**src/rtl/mult_booth_seq_pkg.sv**
```systemverilog
//------------------------------------------------------------------------------
// Module : mult_pkg
// Brief  : Shared FSM encoding and width helpers for the Booth multiplier.
// Rev    : 1.0  initial release
//------------------------------------------------------------------------------
`default_nettype none

package mult_pkg;

    typedef enum logic [0:0] {
        IDLE = 1'b0,
        CALC = 1'b1
    } state_t;

    // Widths for the default 12x8 configuration; the helpers below serve other sizes.
    localparam int MBITS_DEF = 12;
    localparam int NBITS_DEF = 8;
    localparam int PW        = MBITS_DEF + NBITS_DEF;
    localparam int CW        = $clog2(NBITS_DEF + 2);

    function automatic int prod_width(input int mbits, input int nbits);
        return mbits + nbits;
    endfunction

    function automatic int cnt_width(input int nbits);
        return $clog2(nbits + 2);
    endfunction

endpackage : mult_pkg

`default_nettype wire

```
**src/rtl/mult_booth_seq_booth_step.sv**
```systemverilog
//------------------------------------------------------------------------------
// Module : booth_step
// Brief  : One radix-2 Booth iteration: add/sub on (Q0,q_1), then arithmetic shift.
// Rev    : 1.0  initial release
//------------------------------------------------------------------------------
`default_nettype none

module booth_step
    import mult_pkg::*;
#(
    parameter int MBITS = 12,
    parameter int NBITS = 8
) (
    input  logic [MBITS:0] a_i,
    input  logic [MBITS:0] m_i,
    input  logic [NBITS:0] q_i,
    input  logic           q1_i,
    output logic [MBITS:0] a_o,
    output logic [NBITS:0] q_o,
    output logic           q1_o
);

    logic [MBITS:0] w_sum;

    always_comb begin
        w_sum = a_i;
        case ({q_i[0], q1_i})
            2'b01:   w_sum = a_i + m_i;
            2'b10:   w_sum = a_i - m_i;
            default: w_sum = a_i;
        endcase
        {a_o, q_o, q1_o} = {w_sum[MBITS], w_sum, q_i};
    end

endmodule : booth_step

`default_nettype wire

```
**src/rtl/mult_booth_seq.sv**
```systemverilog
//------------------------------------------------------------------------------
// Module : mult_booth_seq
// Brief  : Sequential radix-2 Booth multiplier, signed/unsigned per operation.
// Rev    : 1.0  initial release
//------------------------------------------------------------------------------
`default_nettype none

module mult_booth_seq
    import mult_pkg::*;
#(
    parameter int MBITS = 12,
    parameter int NBITS = 8
) (
    input  logic                   clk,
    input  logic                   rst_n,
    input  logic                   start,
    input  logic                   tc,
    input  logic [MBITS-1:0]       mpd,
    input  logic [NBITS-1:0]       mpr,
    output logic [MBITS+NBITS-1:0] prod,
    output logic                   busy,
    output logic                   done
);

    localparam int c_PW = prod_width(MBITS, NBITS);
    localparam int c_CW = cnt_width(NBITS);

    state_t            state_q, state_d;
    logic [c_CW-1:0]   cnt_q,   cnt_d;
    logic [MBITS:0]    a_q,     a_d;
    logic [MBITS:0]    m_q,     m_d;
    logic [NBITS:0]    q_q,     q_d;
    logic              q1_q,    q1_d;
    logic              tc_q,    tc_d;
    logic [c_PW-1:0]   prod_q,  prod_d;
    logic              busy_q,  busy_d;
    logic              done_q,  done_d;

    logic [MBITS:0]    w_a;
    logic [NBITS:0]    w_q;
    logic              w_q1;
    logic [c_PW+1:0]   w_aq;
    logic              w_unused_msb;

    booth_step #(
        .MBITS (MBITS),
        .NBITS (NBITS)
    ) u_step (
        .a_i  (a_q),
        .m_i  (m_q),
        .q_i  (q_q),
        .q1_i (q1_q),
        .a_o  (w_a),
        .q_o  (w_q),
        .q1_o (w_q1)
    );

    // Signed runs take NBITS steps, leaving the product one bit above the
    // register LSB (Q0 still holds the multiplier's extension bit); unsigned
    // runs take NBITS+1 steps and the product lands at bit 0.
    assign w_aq         = {w_a, w_q};
    assign w_unused_msb = w_aq[c_PW+1];

    always_ff @(posedge clk) begin
        if (!rst_n) begin
            state_q <= IDLE;
            cnt_q   <= '0;
            a_q     <= '0;
            m_q     <= '0;
            q_q     <= '0;
            q1_q    <= 1'b0;
            tc_q    <= 1'b0;
            prod_q  <= '0;
            busy_q  <= 1'b0;
            done_q  <= 1'b0;
        end else begin
            state_q <= state_d;
            cnt_q   <= cnt_d;
            a_q     <= a_d;
            m_q     <= m_d;
            q_q     <= q_d;
            q1_q    <= q1_d;
            tc_q    <= tc_d;
            prod_q  <= prod_d;
            busy_q  <= busy_d;
            done_q  <= done_d;
        end
    end

    always_comb begin
        state_d = state_q;
        cnt_d   = cnt_q;
        a_d     = a_q;
        m_d     = m_q;
        q_d     = q_q;
        q1_d    = q1_q;
        tc_d    = tc_q;
        prod_d  = prod_q;
        busy_d  = busy_q;
        done_d  = 1'b0;

        case (state_q)
            IDLE: begin
                if (start) begin
                    m_d     = {tc & mpd[MBITS-1], mpd};
                    q_d     = {tc & mpr[NBITS-1], mpr};
                    a_d     = '0;
                    q1_d    = 1'b0;
                    tc_d    = tc;
                    cnt_d   = tc ? c_CW'(NBITS) : c_CW'(NBITS + 1);
                    busy_d  = 1'b1;
                    state_d = CALC;
                end
            end
            CALC: begin
                a_d   = w_a;
                q_d   = w_q;
                q1_d  = w_q1;
                cnt_d = cnt_q - c_CW'(1);
                if (cnt_q == c_CW'(1)) begin
                    prod_d  = tc_q ? w_aq[c_PW:1] : w_aq[c_PW-1:0];
                    busy_d  = 1'b0;
                    done_d  = 1'b1;
                    state_d = IDLE;
                end
            end
            default: begin
                state_d = IDLE;
                busy_d  = 1'b0;
            end
        endcase
    end

    assign prod = prod_q;
    assign busy = busy_q;
    assign done = done_q;

endmodule : mult_booth_seq

`default_nettype wire

```
**config.mk**
```make
export PLATFORM = sky130hd
export DESIGN_NAME = mult_booth_seq
export DESIGN_NICKNAME = d
export VERILOG_FILES = /design/src/rtl/mult_booth_seq_pkg.sv /design/src/rtl/mult_booth_seq_booth_step.sv /design/src/rtl/mult_booth_seq.sv
export SDC_FILE = /design/constraint.sdc
export NUM_CORES = 1
export LEC_CHECK = 0
export CAP_MARGIN = 10
export CORE_UTILIZATION = 60
export DETAILED_ROUTE_END_ITERATION = 6
export PLACE_DENSITY_LB_ADDON = 0.05
export REMOVE_ABC_BUFFERS = 1
export SLEW_MARGIN = 20
export SYNTH_ARGS = -nofsm -noshare
export SYNTH_HDL_FRONTEND = slang
export SYNTH_SLANG_ARGS = --single-unit
```
**constraint.sdc**
```tcl
create_clock -name clk -period 8.3 [get_ports clk]
set_input_delay 2.49 -clock clk [delete_from_list [all_inputs] [get_ports clk]]
set_output_delay 2.49 -clock clk [all_outputs]
set_load 0.05 [all_outputs]
```
==> flow_summary_export.csv <==
group,metric,value,unit
timing,worst_pin_slew,0.975,ns
drt,routed_via_density,6.00,
clocking,insertion_delay,0.35,ns
timing,clock_skew,0.00918,ns
worst_setup_path,worstPathRequired,8.56,ns
final_layout,n_fill_cell,434,
global_route,grt_pass1_wl,14300,um
pwr,peakVddDrop,0.137,mV
worst_setup_path,cp_cell_sequence,"clkdlybuf4s50_1, inv_1, nor2_1, nand3_1, a21oi_1",
logic_synthesis,synth_edf_count,0,
logic_synthesis,synthTopCellsByArea,"dfxtp_1, nor2_1, mux2i_1, a21oi_1, nand2_1",
timing,setup-violations-final,0,
global_route,grt_usage,29.5,%
timing,setup_tns,0,ns
min_path,hp-class,"register to register",
timing,period_share,56.2,%
logic_synthesis,ys_seq_area_share,34.7,%
floorplanning,row_count,27,
timing,slew_headroom,34.7,%
final_layout,area_delta_synth_final,19.1,%
logic_synthesis,ys_ff_latch,63,
global_route,grt-ovfl-total,0,
clocking,post_cts_buffers,0,
logic_synthesis,synthArstFlopShare,0,%
clocking,cts_tree,"done",
run_status,status,"finished clean",
final_layout,num_antenna_cells,0,
floorplanning,dieArea,6360,um^2
final_layout,final_cell_mix,"nor2_1, dfxtp_1, nand2_1, clkdlybuf4s50_1, a21oi_1",
min_path,worst_hold_startpoint,"prod[10]",
logic_synthesis,syn_avg_cell_area,8.01,um^2
worst_setup_path,slowest_stage,"clkdlybuf4s50_1",
timing,rsz0062_at_grt,"false",
worst_setup_path,rrSetupSlack,5.12,ns
global_route,grt_max_degree,49,
pwr,p_leak,1.64,nW
drt,drtIter0Drc,296,
floorplanning,initial_core_util,64.0,%
logic_synthesis,syn_area,3630,um^2
final_layout,final_nets,524,
worst_setup_path,worstPathArrival,4.92,ns
worst_setup_path,worst-path-buf-inv,2,
logic_synthesis,ys_types,59,
floorplanning,chipWidth,79.8,um
drt,wl_per_cell,15.3,um
logic_synthesis,netlist_instances,453,
clocking,cts_buffer_depth,2,
timing,fmax,215,MHz
clocking,clock_sinks,63,
placement,gp_congestion,0.847,
timing,finalCriticalPeriod,4.66,ns
logic_synthesis,synth.top_cell.area_share,34.7,%
final_layout,drive_gt1_share,5.94,%
pwr,p_per_area,206,nW/um^2
worst_setup_path,worstSetupStartpointType,"input pin",
timing,whs,0.459,ns
drt,finalWirelength,8550,um
clocking,numCtsBuffers,9,
drt,drc,0,
logic_synthesis,synth_warnings,0,
placement,dp_cells,544,
worst_setup_path,crit_path_end_kind,"register",
timing,finalMaxSlewViolations,0,
final_layout,final_util,76.1,%
min_path,whs_path_depth,2,
drt,drt_pre_antenna_iters,5,
clocking,clk_pin_slew,0.07,ns
floorplanning,io_pins,46,
worst_setup_path,r2r_cells,12,
worst_setup_path,crit_type,"input pin to register",
clocking,cts_root_buf,"clkbuf_8",
global_route,grt_pass1_vias,3097,
worst_setup_path,crit_path_start,"start",
placement,hpwlAfterDp,5960,um
global_route,grt_antenna_before_repair,0,
final_layout,layout_commonest_cell,"nor2_1",
job,drv_cap,0,
pwr,power,0.000891,W
worst_setup_path,critPathMaxFanout,15,
drt,vias,3358,
clocking,cts_resized,0,
timing,hold_viol,0,
logic_synthesis,yosysTopAreaCell,"dfxtp_1",
drt,final_antenna_net_count,0,
worst_setup_path,path_delay_family,"buffers and inverters",
final_layout,stdcell_count,560,
worst_setup_path,r2r-start,"q1_q",
floorplanning,coreArea,5680,um^2
worst_setup_path,path_depth,5,
clocking,htree_levels,3,
placement,port_buffers,45,
worst_setup_path,slowest_delay,0.92,ns
clocking,postCtsHoldBufs,0,
logic_synthesis,dominantRegCellSynth,"dfxtp_1",
floorplanning,die_y,79.8,um
==> cell families after synthesis <==
logic type,synth area share [%]
compound gates,20.8
flops,34.7
mux,6.93
simple gates,22.8
buf+inv,4.38
fa+ha+maj,6.07
xor+xnor,4.31
==> metal layers <==
metal	GRT usage, %	share of wire [%]	vias up	routed length, um
met3	6.51	5.1	24	435
met5	0	0	-	0
met1	39.0	47	1554	4010
met2	46.1	46	116	3920
li1	-	-	1664	-
met4	12.9	2.2	0	190
==> registers in the layout (all words and copies together) (netlist names) <==
name / cells
a_q: 12
busy: 1
cnt_q: 4
done: 1
m_q: 13
prod: 20
q1_q: 1
q_q: 9
state_q: 1
tc_q: 1
==> worst paths after layout <==
path	to
min reg2reg	prod[10]
max	m_q[12]
max reg2reg	a_q[8]
min	prod[10]
==> layout make-up <==
cell class              instances  area, um^2  area share [%]
clock buffers                  11         141            3.27
clock inverters                 5         105            2.43
inverters                      15        56.3            1.30
multi-input cells             348        2210            51.1
flip-flops and latches         63        1260            29.2
well taps                      72        90.1            2.08
repair buffers                 46         458            10.6
==> Yosys cell counts, drive strengths merged, types with 4 or more instances <==
cell    instances
dfxtp          63
a21oi          44
nand3          14
ha             16
and3           10
a41oi           4
a211oi         16
inv            14
o21ai           9
nor3b           4
nor3           12
nor2           66
o21a            9
clkbuf         21
xnor2          14
nand2          56
mux2i          24
buf             6
==> metrics by stage <==
step | area (um^2) | worst slack (ns)
floorplan | 3530 | 4.81
global placement | 4080 | 3.35
detailed placement | 4080 | 3.25
CTS | 4320 | 3.65
global route | 4320 | 3.40
finish | 4320 | 3.64
==> tightest hold or removal path: stages (launching register included) <==
cell	delay (ns)
dfxtp_1	0.32
nand2_1	0.05
a21oi_1	0.05
==> report_power, final <==
group	internal [W]	leakage, nW	switching (W)
Combinational	0.0000935	1.01	0.000131
Clock	0.000208	0.116	0.000125
Sequential	0.000317	0.513	0.0000161
Note: power is estimated with default switching activity, not from simulation.
